<file path="src/rtl/cla_addsub_pipe.sv">
// Two-stage pipelined carry-look-ahead adder/subtractor with valid/ready handshakes.
// Stage 1 registers bit and group propagate/generate terms; stage 2 resolves the carries and flags.
module cla_addsub_pipe #(
  parameter int WIDTH = 16,
  parameter int GROUP = 4
) (
  input  logic             clk,
  input  logic             rst_n,
  input  logic             in_valid,
  output logic             in_ready,
  input  logic [WIDTH-1:0] a,
  input  logic [WIDTH-1:0] b,
  input  logic             cin,
  input  logic [1:0]       op,
  output logic             out_valid,
  input  logic             out_ready,
  output logic [WIDTH-1:0] sum,
  output logic             cout,
  output logic             ovf,
  output logic             zero
);

  localparam int NG = WIDTH / GROUP;

  logic [WIDTH-1:0] effb_c, p_c, g_c;
  logic             c0_c;
  logic [NG-1:0]    pg_c, gg_c;

  logic             s1_valid_reg;
  logic [WIDTH-1:0] s1_p_reg, s1_g_reg;
  logic [NG-1:0]    s1_pg_reg, s1_gg_reg;
  logic             s1_c0_reg, s1_amsb_reg, s1_bmsb_reg;

  logic [NG:0]      grp_c;
  logic [WIDTH-1:0] sum_c;
  logic             ovf_c;

  logic adv, accept;

  // The output stage frees up when empty or being drained; stage 1 moves with it.
  assign adv      = !out_valid || out_ready;
  assign in_ready = !s1_valid_reg || adv;
  assign accept   = in_valid && in_ready;

  assign effb_c = op[1] ? ~b : b;
  assign c0_c   = op[0] ? cin : op[1];
  assign p_c    = a ^ effb_c;
  assign g_c    = a & effb_c;

  for (genvar gi = 0; gi < NG; gi++) begin : g_s1
    logic gen_l;
    always_comb begin
      logic term;
      gen_l = 1'b0;
      term  = 1'b0;
      for (int j = 0; j < GROUP; j++) begin
        term = g_c[gi*GROUP + j];
        for (int k = j + 1; k < GROUP; k++) term = term & p_c[gi*GROUP + k];
        gen_l = gen_l | term;
      end
    end
    assign pg_c[gi] = &p_c[gi*GROUP +: GROUP];
    assign gg_c[gi] = gen_l;
  end

  // Group carries as flat sum-of-products over the group P/G terms, no inter-group ripple.
  always_comb begin
    logic acc, term;
    grp_c[0] = s1_c0_reg;
    acc      = 1'b0;
    term     = 1'b0;
    for (int k = 1; k <= NG; k++) begin
      acc = s1_c0_reg;
      for (int m = 0; m < k; m++) acc = acc & s1_pg_reg[m];
      for (int j = 0; j < k; j++) begin
        term = s1_gg_reg[j];
        for (int m = j + 1; m < k; m++) term = term & s1_pg_reg[m];
        acc = acc | term;
      end
      grp_c[k] = acc;
    end
  end

  for (genvar gi = 0; gi < NG; gi++) begin : g_s2
    logic [GROUP-1:0] cg;
    always_comb begin
      logic acc, term;
      acc  = 1'b0;
      term = 1'b0;
      for (int i = 0; i < GROUP; i++) begin
        acc = grp_c[gi];
        for (int m = 0; m < i; m++) acc = acc & s1_p_reg[gi*GROUP + m];
        for (int j = 0; j < i; j++) begin
          term = s1_g_reg[gi*GROUP + j];
          for (int m = j + 1; m < i; m++) term = term & s1_p_reg[gi*GROUP + m];
          acc = acc | term;
        end
        cg[i] = acc;
      end
    end
    assign sum_c[gi*GROUP +: GROUP] = s1_p_reg[gi*GROUP +: GROUP] ^ cg;
  end

  assign ovf_c = (s1_amsb_reg == s1_bmsb_reg) && (sum_c[WIDTH-1] != s1_amsb_reg);

  always_ff @(posedge clk or negedge rst_n) begin
    if (!rst_n) begin
      s1_valid_reg <= 1'b0;
      s1_p_reg     <= '0;
      s1_g_reg     <= '0;
      s1_pg_reg    <= '0;
      s1_gg_reg    <= '0;
      s1_c0_reg    <= 1'b0;
      s1_amsb_reg  <= 1'b0;
      s1_bmsb_reg  <= 1'b0;
    end else if (accept) begin
      s1_valid_reg <= 1'b1;
      s1_p_reg     <= p_c;
      s1_g_reg     <= g_c;
      s1_pg_reg    <= pg_c;
      s1_gg_reg    <= gg_c;
      s1_c0_reg    <= c0_c;
      s1_amsb_reg  <= a[WIDTH-1];
      s1_bmsb_reg  <= effb_c[WIDTH-1];
    end else if (adv) begin
      s1_valid_reg <= 1'b0;
    end
  end

  always_ff @(posedge clk or negedge rst_n) begin
    if (!rst_n) begin
      out_valid <= 1'b0;
      sum       <= '0;
      cout      <= 1'b0;
      ovf       <= 1'b0;
      zero      <= 1'b0;
    end else if (adv) begin
      out_valid <= s1_valid_reg;
      if (s1_valid_reg) begin
        sum  <= sum_c;
        cout <= grp_c[NG];
        ovf  <= ovf_c;
        zero <= ~|sum_c;
      end
    end
  end

endmodule
</file>
<file path="config.mk">
export PLATFORM = sky130hd
export DESIGN_NAME = cla_addsub_pipe
export DESIGN_NICKNAME = d
export VERILOG_FILES = /design/src/rtl/cla_addsub_pipe.sv
export SDC_FILE = /design/constraint.sdc
export NUM_CORES = 1
export LEC_CHECK = 0
export ABC_AREA = 1
export ABC_CLOCK_PERIOD_IN_PS = 1800
export CORE_MARGIN = 8
export CORE_UTILIZATION = 52
export CTS_CLUSTER_SIZE = 20
export DETAILED_ROUTE_END_ITERATION = 6
export GPL_ROUTABILITY_DRIVEN = 0
export PLACE_DENSITY = 0.8
export SLEW_MARGIN = 40
export SYNTH_ARGS = -nofsm -noshare
export SYNTH_HDL_FRONTEND = slang
export SYNTH_SLANG_ARGS = --single-unit
</file>
<file path="constraint.sdc">
create_clock -name clk -period 1.8 [get_ports clk]
set_input_delay 0.18 -clock clk [delete_from_list [all_inputs] [get_ports clk]]
set_output_delay 0.18 -clock clk [all_outputs]
set_load 0.01 [all_outputs]
</file>
==> run metrics <==
hold crit path type=in -> async; YS warnings=0; row count=28; flops & latches, synth=60; CP Cell Sequence=nand4_1 > nand4_1 > ha_2 > nand2_2 > nand3_2 > nand2_1 > nand2_1 > nor2_1 > nand2_1 > nor2_1 > nand2_1 > nand2_1; clock-pin slew on the worst setup and hold paths=around 0.070 ns; Synth Instances=about 390; CP Capture Type=flop; cells on worst reg2reg path=12; Antenna Cells=0; kind of critical path=reg -> reg; Power Dens Cells=1118 nW/um^2; Pwr Total=approximately 4.7 mW; largest net degree at the start of global routing=37; Worst Path Max Fanout=3; DR WL/cell=about 15 microns; CP max-delay cell=dfrtp_1; met2 usage=just under 30%; DR vias/cell=between 5 and 6; core area=a little under 6000 sq um; Post-Syn Nets=around 450; vias=around 2800; VDD IR max=between 0.7 and 0.8 mV; total stage count of the critical path=12; unrepaired setup endpoints after global routing=yes; final critical-path required period=roughly 1.8 ns; GRT met1 Usage=between 20 and 25%; Routed Antenna Nets=0; Initial Utilization=approximately 54%; global-route wire length before repair=between 10 and 15 mm; area added between synthesis and finish=30.95%; Setup Viol. Count Final=0; Global Route Usage Sum=approximately 18%; die width=between 90 and 100 microns; part of the Yosys area used for sequential elements=46.89%; setup ws final=between 0.01 and 0.015 ns; number of DRC markers in iteration 0=between 150 and 200; Clock Latency Late Sink=approximately 0.35 ns; Die Y-Extent=94.47 microns; CP Buf/Inv Count=0; GRT Max-Usage Layer=met2; final worst clock skew=between 0.008 and 0.009 ns; CP peak stage delay=0.43 ns; Peak Freq=560.1 MHz; clk buf depth=2; Hold Fails Final Rpt=0; fill count=approximately 460; Rel. slew slack=between 60 and 70%; final worst-path cycle share=approximately 100%; layout cells sized above 1=between 10 and 15%; Slew @ Worst Pin=0.5950 ns; CP required=around 2.1 ns; grt ovf=0; crit-path most repeated cell=nand2_1; Initial DRT Pass Iterations=7; Root Buffer=clkbuf_8; CP delay by family, top=simple AND/OR/NAND/NOR gates; HPWL Detailed=5.823 mm; Residual DRC=0; WHS=~0.38 ns; most frequent cells in the layout=123 x nand2_1, 60 x dfrtp_1, 58 x clkdlybuf4s50_1; Port Buffers=59; vias in the first global route=~2900; Post-Place Worst Slack=-0.05849 ns; final wirelength=approximately 7.9 mm; # clock sinks=60; syn avg cell area=~8 sq um; Leak=between 2 and 2.5 nW; outcome=finished, final reports clean; io pins=60; sequential cell area=roughly 1500 sq um; Max-cap violations=0; met3 Usage GRT=4.286%; CTS H-Tree Depth=3; CP startpoint kind=flop; area taken by multi-input logic gates=1519 sq um; CTS tree=built; final slew viol count=0; total CTS buffers=9; Arr. time, crit path=2.07 ns; initial antenna violation count=0; Synth Cell Area=between 3000 and 4000 sq um; commonest non-fill, non-tap cell in the layout=nand2_1; nets=between 500 and 600; total die area=8925 sq um; Netlist cell types=24
==> repair_timing <==
item,in CTS,in global routing
endpoints found under the setup margin,0,3
resized for setup,0,20
hold endpoints to repair,24,0
hold buffers,1,0
buffers inserted,0,3
==> worst paths after layout <==
| check | from | to | slack [ns] |
|---|---|---|---|
| max | s1_c0_reg$_DFFE_PN0P_ | zero$_DFFE_PN0P_ | 0.01 |
| min in group clk | a[15] | s1_amsb_reg$_DFFE_PN0P_ | 0.44 |
| max in group asynchronous | rst_n | s1_p_reg[0]$_DFFE_PN0P_ | 0.81 |
| max reg2reg | s1_c0_reg$_DFFE_PN0P_ | zero$_DFFE_PN0P_ | 0.01 |
| min | rst_n | s1_p_reg[6]$_DFFE_PN0P_ | 0.38 |
| min reg2reg | sum[8]$_DFFE_PN0P_ | sum[8]$_DFFE_PN0P_ | 0.48 |
==> cells by family after synthesis <==
group	after synthesis	synth area share (%)
compound gates	55	9.340
simple gates	185	23.72
buf+inv	56	7.581
fa+ha+maj	20	7.816
flops	60	46.89
xor+xnor	17	4.650
==> metal layers <==
layer,routed length [microns],vias up
li1,-,1416
met3,397,17
met5,0,-
met1,3517,1334
met4,197,0
met2,3819,82
==> stage by stage <==
stage | TNS (ns) | utilization [%] | area [sq um] | instances
floorplan | 0 | - | 3202 | 393
global placement | -0.01186 | 66.06 | 3911 | 526
detailed placement | -0.08724 | 66.06 | 3911 | 526
CTS | 0 | 69.40 | 4109 | 542
global route | -0.2189 | 70.82 | 4193 | 545
finish | 0 | 70.82 | 4193 | 545
==> cell usage after synthesis (all sizes together) <==
library cell	count	area (sq um)
nand2	132	503.0
o22ai	1	6.260
a21oi	6	33.78
o21ai	38	190.2
ha	20	250.2
o211ai	3	22.52
nand3	25	130.1
buf	12	77.57
a31oi	5	31.28
dfrtp	60	1501
a21o	1	7.510
o21bai	1	7.510
xor2	17	148.9
inv	44	165.2
nor2	19	71.32
nor3	1	5.000
nand4	8	50.05
==> where the power goes <==
part,leakage [nW],internal [mW],switching [mW]
Sequential,0.746,1.67,0.228
Combinational,1.24,0.788,0.836
Clock,0.0986,0.641,0.528
Total,2.08,3.10,1.59
==> area by class of cell <==
cell class              instances  area share, %
flip-flops and latches         60          35.81
clock inverters                 1         0.1194
clock buffers                  14          4.357
inverters                      44          3.939
repair buffers                 74          17.31
multi-input cells             277          36.23
well taps                      75          2.238
Note: power is estimated with default switching activity, not from simulation.
